$ cat src/rtl/gpc_axil_arbiter_if.sv
`timescale 1ns/1ps
// gpc_axil_arbiter_if
// One AXI-Lite link: AR, R, AW, W and B channels.
//   master modport : drives requests (ar*/aw*/w*, rready, bready) and
//                    receives readies and responses.
//   slave modport  : the opposite direction.
// Parameters: ADDR_WIDTH, DATA_WIDTH, STRB_WIDTH (= DATA_WIDTH/8).
interface gpc_axil_arbiter_if #(
    parameter int ADDR_WIDTH = 64,
    parameter int DATA_WIDTH = 64,
    parameter int STRB_WIDTH = DATA_WIDTH / 8
);
    logic [ADDR_WIDTH-1:0] araddr;
    logic [2:0]            arprot;
    logic                  arvalid;
    logic                  arready;
    logic [DATA_WIDTH-1:0] rdata;
    logic [1:0]            rresp;
    logic                  rvalid;
    logic                  rready;
    logic [ADDR_WIDTH-1:0] awaddr;
    logic [2:0]            awprot;
    logic                  awvalid;
    logic                  awready;
    logic [DATA_WIDTH-1:0] wdata;
    logic [STRB_WIDTH-1:0] wstrb;
    logic                  wvalid;
    logic                  wready;
    logic [1:0]            bresp;
    logic                  bvalid;
    logic                  bready;

    modport master (
        output araddr, arprot, arvalid, input arready,
        input  rdata, rresp, rvalid,    output rready,
        output awaddr, awprot, awvalid, input awready,
        output wdata, wstrb, wvalid,    input wready,
        input  bresp, bvalid,           output bready
    );

    modport slave (
        input  araddr, arprot, arvalid, output arready,
        output rdata, rresp, rvalid,    input rready,
        input  awaddr, awprot, awvalid, output awready,
        input  wdata, wstrb, wvalid,    output wready,
        output bresp, bvalid,           input bready
    );
endinterface

$ cat src/rtl/gpc_axil_arbiter.sv
`timescale 1ns/1ps
// gpc_axil_arbiter
// Shares one AXI-Lite slave (the GPC register bridge) between two masters:
// s0_axil (host CPU) and s1_axil (frame sequencer). Read and write paths
// are arbitrated independently, each with one outstanding transaction; a
// grant is held until that transaction's response handshake completes.
//
// Build option: define GPC_AXIL_ARB_RR_EN for round-robin arbitration with
// separate read/write "last granted" pointers (reset to 1 so master 0 wins
// first). Without it, master 0 always wins simultaneous requests.
//
// Ports:
//   clk, rst      clock; asynchronous active-high reset
//   s0_axil       slave modport, master 0 side
//   s1_axil       slave modport, master 1 side
//   m_axil        master modport, towards the bridge
//   rd_state_o    read FSM state  (0 idle, 1 addr, 2 resp)
//   wr_state_o    write FSM state (0 idle, 1 xfer, 2 resp)
//   rd_gnt_o      current read grant (master index)
//   wr_gnt_o      current write grant (master index)
//
// Handshake: a transfer happens on a rising clk edge where valid and ready
// are both high. Valid never waits on ready. Ready/valid seen by a master
// are combinational pass-throughs of the bridge's, gated by grant and state,
// so upstream logic must not feed them back into its own valid.
module gpc_axil_arbiter #(
    parameter int ADDR_WIDTH = 64,
    parameter int DATA_WIDTH = 64,
    parameter int STRB_WIDTH = DATA_WIDTH / 8
) (
    input  logic                clk,
    input  logic                rst,
    gpc_axil_arbiter_if.slave   s0_axil,
    gpc_axil_arbiter_if.slave   s1_axil,
    gpc_axil_arbiter_if.master  m_axil,
    output logic [1:0]          rd_state_o,
    output logic [1:0]          wr_state_o,
    output logic                rd_gnt_o,
    output logic                wr_gnt_o
);

    typedef enum logic [1:0] {RD_IDLE = 2'd0, RD_ADDR = 2'd1, RD_RESP = 2'd2} rd_state_e;
    typedef enum logic [1:0] {WR_IDLE = 2'd0, WR_XFER = 2'd1, WR_RESP = 2'd2} wr_state_e;

    rd_state_e rd_state_q, rd_state_d;
    wr_state_e wr_state_q, wr_state_d;
    logic      rgnt_q, rgnt_d;
    logic      wgnt_q, wgnt_d;
    logic      aw_done_q, aw_done_d;
    logic      w_done_q, w_done_d;

    // Granted master's request/accept signals.
    logic rsel_arvalid, rsel_rready;
    logic wsel_awvalid, wsel_wvalid, wsel_bready;
    logic rd_ar_hs, rd_r_hs, wr_aw_hs, wr_w_hs, wr_b_hs;
    logic rd_pick, wr_pick;

    logic [ADDR_WIDTH-1:0] ar_addr_mux, aw_addr_mux;
    logic [DATA_WIDTH-1:0] w_data_mux;
    logic [STRB_WIDTH-1:0] w_strb_mux;

    assign rsel_arvalid = rgnt_q ? s1_axil.arvalid : s0_axil.arvalid;
    assign rsel_rready  = rgnt_q ? s1_axil.rready  : s0_axil.rready;
    assign wsel_awvalid = wgnt_q ? s1_axil.awvalid : s0_axil.awvalid;
    assign wsel_wvalid  = wgnt_q ? s1_axil.wvalid  : s0_axil.wvalid;
    assign wsel_bready  = wgnt_q ? s1_axil.bready  : s0_axil.bready;

    assign ar_addr_mux = rgnt_q ? s1_axil.araddr : s0_axil.araddr;
    assign aw_addr_mux = wgnt_q ? s1_axil.awaddr : s0_axil.awaddr;
    assign w_data_mux  = wgnt_q ? s1_axil.wdata  : s0_axil.wdata;
    assign w_strb_mux  = wgnt_q ? s1_axil.wstrb  : s0_axil.wstrb;

    // Handshakes as seen on the bridge side; AW/W are masked once done.
    assign rd_ar_hs = (rd_state_q == RD_ADDR) && rsel_arvalid && m_axil.arready;
    assign rd_r_hs  = (rd_state_q == RD_RESP) && rsel_rready && m_axil.rvalid;
    assign wr_aw_hs = (wr_state_q == WR_XFER) && !aw_done_q && wsel_awvalid && m_axil.awready;
    assign wr_w_hs  = (wr_state_q == WR_XFER) && !w_done_q && wsel_wvalid && m_axil.wready;
    assign wr_b_hs  = (wr_state_q == WR_RESP) && wsel_bready && m_axil.bvalid;

`ifdef GPC_AXIL_ARB_RR_EN
    // Pointers hold the last granted master; on a tie the other one wins.
    logic rptr_q, rptr_d, wptr_q, wptr_d;

    assign rd_pick = (s0_axil.arvalid && s1_axil.arvalid) ? !rptr_q : s1_axil.arvalid;
    assign wr_pick = (s0_axil.awvalid && s1_axil.awvalid) ? !wptr_q : s1_axil.awvalid;
    assign rptr_d  = rd_r_hs ? rgnt_q : rptr_q;
    assign wptr_d  = wr_b_hs ? wgnt_q : wptr_q;

    always_ff @(posedge clk or posedge rst) begin
        if (rst) begin
            rptr_q <= 1'b1;
            wptr_q <= 1'b1;
        end else begin
            rptr_q <= rptr_d;
            wptr_q <= wptr_d;
        end
    end
`else
    // Fixed priority: master 1 only wins when master 0 is not requesting.
    assign rd_pick = s1_axil.arvalid && !s0_axil.arvalid;
    assign wr_pick = s1_axil.awvalid && !s0_axil.awvalid;
`endif

    // State registers.
    always_ff @(posedge clk or posedge rst) begin
        if (rst) begin
            rd_state_q <= RD_IDLE;
            wr_state_q <= WR_IDLE;
            rgnt_q     <= 1'b0;
            wgnt_q     <= 1'b0;
            aw_done_q  <= 1'b0;
            w_done_q   <= 1'b0;
        end else begin
            rd_state_q <= rd_state_d;
            wr_state_q <= wr_state_d;
            rgnt_q     <= rgnt_d;
            wgnt_q     <= wgnt_d;
            aw_done_q  <= aw_done_d;
            w_done_q   <= w_done_d;
        end
    end

    // Read next state.
    always_comb begin
        rd_state_d = rd_state_q;
        rgnt_d     = rgnt_q;
        case (rd_state_q)
            RD_IDLE: if (s0_axil.arvalid || s1_axil.arvalid) begin
                rgnt_d     = rd_pick;
                rd_state_d = RD_ADDR;
            end
            RD_ADDR: if (rd_ar_hs) rd_state_d = RD_RESP;
            RD_RESP: if (rd_r_hs)  rd_state_d = RD_IDLE;
            default: rd_state_d = RD_IDLE;
        endcase
    end

    // Write next state. AW and W finish in either order; both must be done.
    always_comb begin
        wr_state_d = wr_state_q;
        wgnt_d     = wgnt_q;
        aw_done_d  = aw_done_q;
        w_done_d   = w_done_q;
        case (wr_state_q)
            WR_IDLE: if (s0_axil.awvalid || s1_axil.awvalid) begin
                wgnt_d     = wr_pick;
                wr_state_d = WR_XFER;
            end
            WR_XFER: begin
                aw_done_d = aw_done_q || wr_aw_hs;
                w_done_d  = w_done_q || wr_w_hs;
                if (aw_done_d && w_done_d) wr_state_d = WR_RESP;
            end
            WR_RESP: if (wr_b_hs) begin
                aw_done_d  = 1'b0;
                w_done_d   = 1'b0;
                wr_state_d = WR_IDLE;
            end
            default: wr_state_d = WR_IDLE;
        endcase
    end

    // Outputs.
    always_comb begin
        m_axil.araddr   = ar_addr_mux;
        m_axil.arprot   = rgnt_q ? s1_axil.arprot : s0_axil.arprot;
        m_axil.arvalid  = (rd_state_q == RD_ADDR) && rsel_arvalid;
        m_axil.rready   = (rd_state_q == RD_RESP) && rsel_rready;
        m_axil.awaddr   = aw_addr_mux;
        m_axil.awprot   = wgnt_q ? s1_axil.awprot : s0_axil.awprot;
        m_axil.awvalid  = (wr_state_q == WR_XFER) && !aw_done_q && wsel_awvalid;
        m_axil.wdata    = w_data_mux;
        m_axil.wstrb    = w_strb_mux;
        m_axil.wvalid   = (wr_state_q == WR_XFER) && !w_done_q && wsel_wvalid;
        m_axil.bready   = (wr_state_q == WR_RESP) && wsel_bready;

        s0_axil.arready = (rd_state_q == RD_ADDR) && !rgnt_q && m_axil.arready;
        s1_axil.arready = (rd_state_q == RD_ADDR) &&  rgnt_q && m_axil.arready;
        s0_axil.rvalid  = (rd_state_q == RD_RESP) && !rgnt_q && m_axil.rvalid;
        s1_axil.rvalid  = (rd_state_q == RD_RESP) &&  rgnt_q && m_axil.rvalid;
        s0_axil.awready = (wr_state_q == WR_XFER) && !wgnt_q && !aw_done_q && m_axil.awready;
        s1_axil.awready = (wr_state_q == WR_XFER) &&  wgnt_q && !aw_done_q && m_axil.awready;
        s0_axil.wready  = (wr_state_q == WR_XFER) && !wgnt_q && !w_done_q && m_axil.wready;
        s1_axil.wready  = (wr_state_q == WR_XFER) &&  wgnt_q && !w_done_q && m_axil.wready;
        s0_axil.bvalid  = (wr_state_q == WR_RESP) && !wgnt_q && m_axil.bvalid;
        s1_axil.bvalid  = (wr_state_q == WR_RESP) &&  wgnt_q && m_axil.bvalid;

        // Response payloads are broadcast; only the valid is steered.
        s0_axil.rdata   = m_axil.rdata;
        s1_axil.rdata   = m_axil.rdata;
        s0_axil.rresp   = m_axil.rresp;
        s1_axil.rresp   = m_axil.rresp;
        s0_axil.bresp   = m_axil.bresp;
        s1_axil.bresp   = m_axil.bresp;
    end

    assign rd_state_o = rd_state_q;
    assign wr_state_o = wr_state_q;
    assign rd_gnt_o   = rgnt_q;
    assign wr_gnt_o   = wgnt_q;

endmodule

$ cat src/flat_wrapper.sv
// flat-port wrapper written by rule: the top's interface ports become plain ports
module gpc_axil_arbiter_flat 
#(
    parameter int ADDR_WIDTH = 64,
    parameter int DATA_WIDTH = 64,
    parameter int STRB_WIDTH = DATA_WIDTH / 8
)
  (clk, rst, rd_state_o, wr_state_o, rd_gnt_o, wr_gnt_o, s0_axil_araddr, s0_axil_arprot, s0_axil_arvalid, s0_axil_arready, s0_axil_rdata, s0_axil_rresp, s0_axil_rvalid, s0_axil_rready, s0_axil_awaddr, s0_axil_awprot, s0_axil_awvalid, s0_axil_awready, s0_axil_wdata, s0_axil_wstrb, s0_axil_wvalid, s0_axil_wready, s0_axil_bresp, s0_axil_bvalid, s0_axil_bready, s1_axil_araddr, s1_axil_arprot, s1_axil_arvalid, s1_axil_arready, s1_axil_rdata, s1_axil_rresp, s1_axil_rvalid, s1_axil_rready, s1_axil_awaddr, s1_axil_awprot, s1_axil_awvalid, s1_axil_awready, s1_axil_wdata, s1_axil_wstrb, s1_axil_wvalid, s1_axil_wready, s1_axil_bresp, s1_axil_bvalid, s1_axil_bready, m_axil_araddr, m_axil_arprot, m_axil_arvalid, m_axil_arready, m_axil_rdata, m_axil_rresp, m_axil_rvalid, m_axil_rready, m_axil_awaddr, m_axil_awprot, m_axil_awvalid, m_axil_awready, m_axil_wdata, m_axil_wstrb, m_axil_wvalid, m_axil_wready, m_axil_bresp, m_axil_bvalid, m_axil_bready);
  gpc_axil_arbiter_if #(.ADDR_WIDTH(ADDR_WIDTH), .DATA_WIDTH(DATA_WIDTH), .STRB_WIDTH(STRB_WIDTH)) s0_axil_i ();
  gpc_axil_arbiter_if #(.ADDR_WIDTH(ADDR_WIDTH), .DATA_WIDTH(DATA_WIDTH), .STRB_WIDTH(STRB_WIDTH)) s1_axil_i ();
  gpc_axil_arbiter_if #(.ADDR_WIDTH(ADDR_WIDTH), .DATA_WIDTH(DATA_WIDTH), .STRB_WIDTH(STRB_WIDTH)) m_axil_i ();
  input  logic clk;
  input  logic rst;
  output logic [1:0] rd_state_o;
  output logic [1:0] wr_state_o;
  output logic rd_gnt_o;
  output logic wr_gnt_o;
  input wire logic [$bits(s0_axil_i.araddr)-1:0] s0_axil_araddr;
  input wire logic [$bits(s0_axil_i.arprot)-1:0] s0_axil_arprot;
  input wire logic [$bits(s0_axil_i.arvalid)-1:0] s0_axil_arvalid;
  output wire logic [$bits(s0_axil_i.arready)-1:0] s0_axil_arready;
  output wire logic [$bits(s0_axil_i.rdata)-1:0] s0_axil_rdata;
  output wire logic [$bits(s0_axil_i.rresp)-1:0] s0_axil_rresp;
  output wire logic [$bits(s0_axil_i.rvalid)-1:0] s0_axil_rvalid;
  input wire logic [$bits(s0_axil_i.rready)-1:0] s0_axil_rready;
  input wire logic [$bits(s0_axil_i.awaddr)-1:0] s0_axil_awaddr;
  input wire logic [$bits(s0_axil_i.awprot)-1:0] s0_axil_awprot;
  input wire logic [$bits(s0_axil_i.awvalid)-1:0] s0_axil_awvalid;
  output wire logic [$bits(s0_axil_i.awready)-1:0] s0_axil_awready;
  input wire logic [$bits(s0_axil_i.wdata)-1:0] s0_axil_wdata;
  input wire logic [$bits(s0_axil_i.wstrb)-1:0] s0_axil_wstrb;
  input wire logic [$bits(s0_axil_i.wvalid)-1:0] s0_axil_wvalid;
  output wire logic [$bits(s0_axil_i.wready)-1:0] s0_axil_wready;
  output wire logic [$bits(s0_axil_i.bresp)-1:0] s0_axil_bresp;
  output wire logic [$bits(s0_axil_i.bvalid)-1:0] s0_axil_bvalid;
  input wire logic [$bits(s0_axil_i.bready)-1:0] s0_axil_bready;
  input wire logic [$bits(s1_axil_i.araddr)-1:0] s1_axil_araddr;
  input wire logic [$bits(s1_axil_i.arprot)-1:0] s1_axil_arprot;
  input wire logic [$bits(s1_axil_i.arvalid)-1:0] s1_axil_arvalid;
  output wire logic [$bits(s1_axil_i.arready)-1:0] s1_axil_arready;
  output wire logic [$bits(s1_axil_i.rdata)-1:0] s1_axil_rdata;
  output wire logic [$bits(s1_axil_i.rresp)-1:0] s1_axil_rresp;
  output wire logic [$bits(s1_axil_i.rvalid)-1:0] s1_axil_rvalid;
  input wire logic [$bits(s1_axil_i.rready)-1:0] s1_axil_rready;
  input wire logic [$bits(s1_axil_i.awaddr)-1:0] s1_axil_awaddr;
  input wire logic [$bits(s1_axil_i.awprot)-1:0] s1_axil_awprot;
  input wire logic [$bits(s1_axil_i.awvalid)-1:0] s1_axil_awvalid;
  output wire logic [$bits(s1_axil_i.awready)-1:0] s1_axil_awready;
  input wire logic [$bits(s1_axil_i.wdata)-1:0] s1_axil_wdata;
  input wire logic [$bits(s1_axil_i.wstrb)-1:0] s1_axil_wstrb;
  input wire logic [$bits(s1_axil_i.wvalid)-1:0] s1_axil_wvalid;
  output wire logic [$bits(s1_axil_i.wready)-1:0] s1_axil_wready;
  output wire logic [$bits(s1_axil_i.bresp)-1:0] s1_axil_bresp;
  output wire logic [$bits(s1_axil_i.bvalid)-1:0] s1_axil_bvalid;
  input wire logic [$bits(s1_axil_i.bready)-1:0] s1_axil_bready;
  output wire logic [$bits(m_axil_i.araddr)-1:0] m_axil_araddr;
  output wire logic [$bits(m_axil_i.arprot)-1:0] m_axil_arprot;
  output wire logic [$bits(m_axil_i.arvalid)-1:0] m_axil_arvalid;
  input wire logic [$bits(m_axil_i.arready)-1:0] m_axil_arready;
  input wire logic [$bits(m_axil_i.rdata)-1:0] m_axil_rdata;
  input wire logic [$bits(m_axil_i.rresp)-1:0] m_axil_rresp;
  input wire logic [$bits(m_axil_i.rvalid)-1:0] m_axil_rvalid;
  output wire logic [$bits(m_axil_i.rready)-1:0] m_axil_rready;
  output wire logic [$bits(m_axil_i.awaddr)-1:0] m_axil_awaddr;
  output wire logic [$bits(m_axil_i.awprot)-1:0] m_axil_awprot;
  output wire logic [$bits(m_axil_i.awvalid)-1:0] m_axil_awvalid;
  input wire logic [$bits(m_axil_i.awready)-1:0] m_axil_awready;
  output wire logic [$bits(m_axil_i.wdata)-1:0] m_axil_wdata;
  output wire logic [$bits(m_axil_i.wstrb)-1:0] m_axil_wstrb;
  output wire logic [$bits(m_axil_i.wvalid)-1:0] m_axil_wvalid;
  input wire logic [$bits(m_axil_i.wready)-1:0] m_axil_wready;
  input wire logic [$bits(m_axil_i.bresp)-1:0] m_axil_bresp;
  input wire logic [$bits(m_axil_i.bvalid)-1:0] m_axil_bvalid;
  output wire logic [$bits(m_axil_i.bready)-1:0] m_axil_bready;
  assign s0_axil_i.araddr = s0_axil_araddr;
  assign s0_axil_i.arprot = s0_axil_arprot;
  assign s0_axil_i.arvalid = s0_axil_arvalid;
  assign s0_axil_arready = s0_axil_i.arready;
  assign s0_axil_rdata = s0_axil_i.rdata;
  assign s0_axil_rresp = s0_axil_i.rresp;
  assign s0_axil_rvalid = s0_axil_i.rvalid;
  assign s0_axil_i.rready = s0_axil_rready;
  assign s0_axil_i.awaddr = s0_axil_awaddr;
  assign s0_axil_i.awprot = s0_axil_awprot;
  assign s0_axil_i.awvalid = s0_axil_awvalid;
  assign s0_axil_awready = s0_axil_i.awready;
  assign s0_axil_i.wdata = s0_axil_wdata;
  assign s0_axil_i.wstrb = s0_axil_wstrb;
  assign s0_axil_i.wvalid = s0_axil_wvalid;
  assign s0_axil_wready = s0_axil_i.wready;
  assign s0_axil_bresp = s0_axil_i.bresp;
  assign s0_axil_bvalid = s0_axil_i.bvalid;
  assign s0_axil_i.bready = s0_axil_bready;
  assign s1_axil_i.araddr = s1_axil_araddr;
  assign s1_axil_i.arprot = s1_axil_arprot;
  assign s1_axil_i.arvalid = s1_axil_arvalid;
  assign s1_axil_arready = s1_axil_i.arready;
  assign s1_axil_rdata = s1_axil_i.rdata;
  assign s1_axil_rresp = s1_axil_i.rresp;
  assign s1_axil_rvalid = s1_axil_i.rvalid;
  assign s1_axil_i.rready = s1_axil_rready;
  assign s1_axil_i.awaddr = s1_axil_awaddr;
  assign s1_axil_i.awprot = s1_axil_awprot;
  assign s1_axil_i.awvalid = s1_axil_awvalid;
  assign s1_axil_awready = s1_axil_i.awready;
  assign s1_axil_i.wdata = s1_axil_wdata;
  assign s1_axil_i.wstrb = s1_axil_wstrb;
  assign s1_axil_i.wvalid = s1_axil_wvalid;
  assign s1_axil_wready = s1_axil_i.wready;
  assign s1_axil_bresp = s1_axil_i.bresp;
  assign s1_axil_bvalid = s1_axil_i.bvalid;
  assign s1_axil_i.bready = s1_axil_bready;
  assign m_axil_araddr = m_axil_i.araddr;
  assign m_axil_arprot = m_axil_i.arprot;
  assign m_axil_arvalid = m_axil_i.arvalid;
  assign m_axil_i.arready = m_axil_arready;
  assign m_axil_i.rdata = m_axil_rdata;
  assign m_axil_i.rresp = m_axil_rresp;
  assign m_axil_i.rvalid = m_axil_rvalid;
  assign m_axil_rready = m_axil_i.rready;
  assign m_axil_awaddr = m_axil_i.awaddr;
  assign m_axil_awprot = m_axil_i.awprot;
  assign m_axil_awvalid = m_axil_i.awvalid;
  assign m_axil_i.awready = m_axil_awready;
  assign m_axil_wdata = m_axil_i.wdata;
  assign m_axil_wstrb = m_axil_i.wstrb;
  assign m_axil_wvalid = m_axil_i.wvalid;
  assign m_axil_i.wready = m_axil_wready;
  assign m_axil_i.bresp = m_axil_bresp;
  assign m_axil_i.bvalid = m_axil_bvalid;
  assign m_axil_bready = m_axil_i.bready;
  gpc_axil_arbiter #(.ADDR_WIDTH(ADDR_WIDTH), .DATA_WIDTH(DATA_WIDTH), .STRB_WIDTH(STRB_WIDTH)) u_core (.clk(clk), .rst(rst), .s0_axil(s0_axil_i), .s1_axil(s1_axil_i), .m_axil(m_axil_i), .rd_state_o(rd_state_o), .wr_state_o(wr_state_o), .rd_gnt_o(rd_gnt_o), .wr_gnt_o(wr_gnt_o));
endmodule
$ cat config.mk
export PLATFORM = sky130hd
export DESIGN_NAME = gpc_axil_arbiter_flat
export DESIGN_NICKNAME = d
export VERILOG_FILES = /design/src/rtl/gpc_axil_arbiter_if.sv /design/src/rtl/gpc_axil_arbiter.sv /design/src/flat_wrapper.sv
export SDC_FILE = /design/constraint.sdc
export NUM_CORES = 1
export LEC_CHECK = 0
export ABC_AREA = 0
export CAP_MARGIN = 20
export CORE_AREA = 3 3 330 332
export DETAILED_ROUTE_END_ITERATION = 10
export DIE_AREA = 0 0 333 335
export GPL_TIMING_DRIVEN = 0
export SLEW_MARGIN = 20
export SYNTH_ARGS = -nofsm -noshare
export SYNTH_HDL_FRONTEND = slang
export SYNTH_SLANG_ARGS = --single-unit
$ cat constraint.sdc
create_clock -name clk -period 3.9 [get_ports clk]
set_input_delay 0.78 -clock clk [delete_from_list [all_inputs] [get_ports clk]]
set_output_delay 0.78 -clock clk [all_outputs]
set_load 0.01 [all_outputs]
==> flow_summary.json, run 1 <==
{
  "status": "complete, no violations",
  "start_kind": "flop",
  "max_freq_mhz": 294,
  "synth.area.top_cells": "mux2_2 58%, buf_4 28%, dfrtp_1 4.9%",
  "grt_max_degree": 11,
  "relSlewSlack": 0.615,
  "drc": 0,
  "drive_gt1_frac": 0.303,
  "r2r-end": "u_core.rd_state_o[1]$_DFFE_PP0P_",
  "clock_sinks": 8,
  "hold_class": "flop to flop",
  "rsz0062_at_grt": "false",
  "syn_area_um2": 4050,
  "die_w_um": 333,
  "setup_ws_ns": 0.503,
  "crit_start": "u_core.wr_gnt_o$_DFFE_PP0P_",
  "end_kind": "output port",
  "ioPinCount": 860,
  "p_per_area_nw_per_um2": 369,
  "path_max_fanout": 10,
  "period_needed_ns": 3.40,
  "hold_viol": 0,
  "critPathSlowestCell": "clkdlybuf4s50_1",
  "clk_pin_slew_ns": 0.06,
  "min_from": "u_core.rd_state_o[1]$_DFFE_PP0P_",
  "io_buffers": 791,
  "antenna_found_initial": 78,
  "ant_nets": 0,
  "grt_pass1_wl_mm": 85.1,
  "area_growth_syn_to_layout_pct": 242,
  "nets": 1725,
  "grt_usage": 0.121,
  "cts_root_buf": "clkbuf_16",
  "finClkSkew_ns": 0.0200,
  "cts_tree": "built",
  "synth_seq_cells": 8,
  "reg2reg_depth": 4,
  "synth_cell_type_count": 25,
  "grt_pass1_vias": 6841,
  "hold_buffers": 0,
  "min_period_over_period": 0.871,
  "cp.arrival_ns": 2.62,
  "critPathMaxStageDelay_ns": 0.73,
  "power.leakage_uw": 0.00493,
  "grt_overflow": 0,
  "ir_drop_v": 0.000350,
  "synth_top_area_frac": 0.579,
  "drt_iter0_markers": 171,
  "synthesis.nets": 929,
  "insertion_delay_ns": 0.26,
  "avgRoutedWirePerCell_um": 27.0,
  "cts_made_buffers": 3,
  "coreArea_um2": 107000,
  "synth_area_leader_cell": "mux2_2",
  "wirelength_mm": 71.4,
  "reg2reg_from": "u_core.rd_gnt_o$_DFFE_PP0P_",
  "yosysWarnings": 0,
  "dieHeight_um": 335,
  "hold_end": "u_core.rd_state_o[0]$_DFFE_PP0P_",
  "r2r_slack_ns": 2.30,
  "finalPower_uw": 5110,
  "place_congestion": 0.822,
  "required_ns": 3.12,
  "avgSynthCellArea_um2": 9.36,
  "pre_cts_ws_ns": 0.544,
  "dr_total_vias": 6717,
  "cts_max_level": 1,
  "setup_viol": 0,
  "path_class": "flop to output port",
  "report.final.slew_viol_count": 0,
  "dr.pass1.iters": 4,
  "hpwlAfterDp_mm": 68.0,
  "rows": 120,
  "setup_tns_ns": 0,
  "vias_per_cell": 2.54,
  "tightest_slew_ns": 0.561,
  "min_path_cells": 1,
  "syn_inst": 432,
  "start_util": 0.0379,
  "cts_resized": 0,
  "path_cells": "buf_2, buf_4, mux2_2, clkdlybuf4s50_1",
  "cts_setup_buffers": 0,
  "fp.dieArea_um2": 112000,
  "ys_seq_area_frac": 0.0495,
  "cap_violations": 0,
  "cts_buffer_depth": 2
}
-- cells in the mapped netlist, drive strengths merged --
master  number
mux2i        4
nor3b        3
and4b        1
and2         1
a211o        1
nand2        3
o32ai        2
o22ai        1
a21oi        5
nand3b       1
buf        160
nand2b       3
o21ai        2
nor2        14
nand3        1
a31oi        1
a41oi        1
inv          4
nor3         2
and3         3
dfrtp        8
mux2       208
nor2b        3
-- routing by layer --
metal / global-route usage / vias up / routed length [µm]
met4: 0.00500 / 8 / 660
li1: - / 2997 / -
met3: 0.0383 / 102 / 6380
met2: 0.200 / 589 / 32800
met5: 0 / - / 50
met1: 0.161 / 3021 / 31500
-- worst max-delay path: cells and delay by family, from the launching register on --
| family | cells | cell delay, ns |
|---|---|---|
| DFF | 1 | 0.45 |
| buffers and inverters | 3 | 1.52 |
| muxes | 1 | 0.37 |
-- power breakdown --
group          internal [µW]  total, µW  switching [µW]
sequential               122        180            58.7
combinational           2730       4730            2000
clock                    134        200            65.4
total                   2990       5110            2120
-- cell type report --
type | instances | area [µm²]
Tap cell | 1403 | 1760
Sequential cell | 8 | 200
Clock buffer | 3 | 75.1
Buffer | 160 | 1180
Antenna cell | 18 | 45.0
Fill cell | 12257 | 92800
Multi-Input combinational cell | 260 | 2650
Timing Repair Buffer | 791 | 7920
Inverter | 4 | 15.0
-- how the worst max path moves through the flow --
stage                     slack, ns          endpoint  cells after the start
after detailed placement       0.54     m_axil_bready                      4
after global routing           0.21  m_axil_wdata[19]                      4
after global placement         0.55     m_axil_bready                      4
final                          0.50  m_axil_wdata[19]                      4
after CTS                      0.29  m_axil_wdata[19]                      4
after floorplan                1.91    m_axil_awvalid                      2
-- logic make-up after synthesis --
group | synth area share
muxes | 0.589
AOI/OAI and AO/OA | 0.0223
buffers and inverters | 0.294
and+or+nand+nor | 0.0449
DFF | 0.0495
-- metrics by stage --
step | hold slack, ns | area, µm² | utilization | std cells
floorplan | 0.513 | 4050 | - | 432
global placement | 0.528 | 13700 | 0.129 | 2626
detailed placement | 0.529 | 13700 | 0.129 | 2626
CTS | 0.542 | 13800 | 0.129 | 2629
global route | 0.583 | 13800 | 0.129 | 2630
finish | 0.548 | 13800 | 0.130 | 2647
-- placed cells by master (no fill, tap or decap) --
cell,instances
clkbuf_16,3
a31oi_1,1
nand3_1,1
and3_1,3
o32ai_1,1
and4b_1,1
nor3b_1,3
nand2b_1,3
buf_4,150
nand2_1,3
a21oi_1,5
o32ai_2,1
o21ai_0,2
diode_2,18
o22ai_1,1
nand3b_1,1
and2_1,1
dfrtp_1,8
mux2i_1,4
buf_2,10
a41oi_1,1
nor3_1,2
clkdlybuf4s50_1,791
mux2_2,208
inv_1,4
a211o_1,1
nor2_1,14
nor2b_1,3
-- state kept, by name, summed over array words and instances (netlist names) --
name               cells
u_core.rd_state_o      2
u_core.wr_state_o      2
u_core.aw_done_q       1
u_core.rd_gnt_o        1
u_core.w_done_q        1
u_core.wr_gnt_o        1
No activity file was read; power rests on OpenSTA's default activity.
==> run 2: changes to the inputs <==
Settings changed: CORE_AREA 3 3 330 332 to 2 2 339 341, DIE_AREA 0 0 333 335 to 0 0 341 343.
==> flow_summary.json, run 2 (synthesized netlist as in run 1, its figures left out) <==
{
  "cts_made_buffers": 3,
  "avgRoutedWirePerCell_um": 28.2,
  "critPathMaxStageDelay_ns": 0.77,
  "cts_setup_buffers": 0,
  "hold_viol": 0,
  "dr_total_vias": 6910,
  "cts_tree": "built",
  "ioPinCount": 860,
  "reg2reg_from": "u_core.wr_gnt_o$_DFFE_PP0P_",
  "insertion_delay_ns": 0.26,
  "cap_violations": 0,
  "grt_pass1_vias": 6671,
  "die_w_um": 341,
  "power.leakage_uw": 0.00493,
  "path_max_fanout": 10,
  "grt_usage": 0.126,
  "layout_common_cells": "791 x clkdlybuf4s50_1, 208 x mux2_2, 150 x buf_4, 14 x nor2_1, 10 x buf_2",
  "min_period_over_period": 0.895,
  "hold_buffers": 0,
  "path_cells": "buf_2, buf_4, mux2_2, clkdlybuf4s50_1",
  "r2r-end": "u_core.w_done_q$_DFFE_PP0P_",
  "status": "complete, no violations",
  "cp.arrival_ns": 2.71,
  "placement.cell_area_um2": 13900,
  "fp.dieArea_um2": 117000,
  "path_class": "flop to output port",
  "grt_max_degree": 11,
  "reg2reg_depth": 4,
  "p_per_area_nw_per_um2": 377,
  "cts_resized": 0,
  "start_util": 0.0357,
  "mostFrequentLayoutCell": "clkdlybuf4s50_1",
  "finClkSkew_ns": 0.0191,
  "rows": 124,
  "ir_drop_v": 0.000235,
  "min_from": "u_core.rd_state_o[1]$_DFFE_PP0P_",
  "hpwlAfterDp_mm": 74.4,
  "drc": 0,
  "cts_max_level": 1,
  "max_freq_mhz": 286,
  "tightest_slew_ns": 0.622,
  "setup_tns_ns": 0,
  "ant_nets": 0,
  "drt_iter0_markers": 263,
  "nets": 1725,
  "vias_per_cell": 2.50,
  "antenna_found_initial": 100,
  "cp.buffers_inverters": 3,
  "required_ns": 3.12,
  "io_buffers": 791,
  "grt_overflow": 0,
  "coreArea_um2": 113000,
  "stdcell_area_um2": 14000,
  "period_needed_ns": 3.49,
  "min_path_cells": 1,
  "grt_pass1_wl_mm": 90.3,
  "end_kind": "output port",
  "clock_sinks": 8,
  "report.final.slew_viol_count": 0,
  "dieHeight_um": 343,
  "wirelength_mm": 77.9,
  "rsz0062_at_grt": "false",
  "drive_gt1_frac": 0.303,
  "hold_class": "flop to flop",
  "cp_top_family": "buffers and inverters",
  "cts_buffer_depth": 2,
  "place_congestion": 1.02,
  "cts_root_buf": "clkbuf_16",
  "dr.pass1.iters": 4,
  "start_kind": "flop",
  "setup_viol": 0,
  "clk_pin_slew_ns": 0.06,
  "hold_end": "u_core.rd_state_o[0]$_DFFE_PP0P_",
  "relSlewSlack": 0.584,
  "r2r_slack_ns": 2.33,
  "critPathSlowestCell": "clkdlybuf4s50_1",
  "area_growth_syn_to_layout_pct": 246
}
==> run 2: how the worst max path moves through the flow <==
stage / cells past startpoint / to / slack, ns / start
after floorplan: 2 / m_axil_awvalid / 1.91 / s1_axil_awvalid
after global placement: 4 / m_axil_wdata[48] / 0.39 / u_core.wr_gnt_o$_DFFE_PP0P_
after detailed placement: 4 / m_axil_wdata[48] / 0.37 / u_core.wr_gnt_o$_DFFE_PP0P_
after CTS: 4 / m_axil_wdata[48] / 0.12 / u_core.wr_gnt_o$_DFFE_PP0P_
after global routing: 4 / m_axil_wdata[48] / 0.11 / u_core.wr_gnt_o$_DFFE_PP0P_
final: 4 / m_axil_wdata[48] / 0.41 / u_core.wr_gnt_o$_DFFE_PP0P_
==> run 2: power by group <==
group	total [µW]	switching, µW	internal, µW
combinational	4890	2160	2730
clock	201	66.5	134
sequential	180	58.3	122
==> run 2: layer usage <==
layer  global-route usage  part of all wire
met5                    0            0.0028
met4              0.00450            0.0099
met3               0.0667              0.13
met2                0.203              0.45
met1                0.156              0.41
==> run 2: per-stage QoR <==
| step | hold WS [ns] | cells | utilization | setup WS, ns | power [µW] |
|---|---|---|---|---|---|
| after global placement | 0.538 | 2735 | 0.122 | 0.386 | 5220 |
| final | 0.563 | 2759 | 0.123 | 0.410 | 5280 |
| after global routing | 0.590 | 2738 | 0.123 | 0.114 | 5640 |
| after detailed placement | 0.550 | 2735 | 0.122 | 0.373 | 5210 |
| after floorplan | 0.513 | 432 | - | 1.91 | 2250 |
| after CTS | 0.564 | 2738 | 0.123 | 0.123 | 5470 |
==> run 2: layout make-up <==
class                   count  area [µm²]
diodes                     21        52.6
well taps                1512        1890
multi-input cells         260        2650
inverters                   4        15.0
plain buffers             160        1180
flip-flops and latches      8         200
fillers                 12967       99400
repair buffers            791        7920
clock buffers               3        75.1
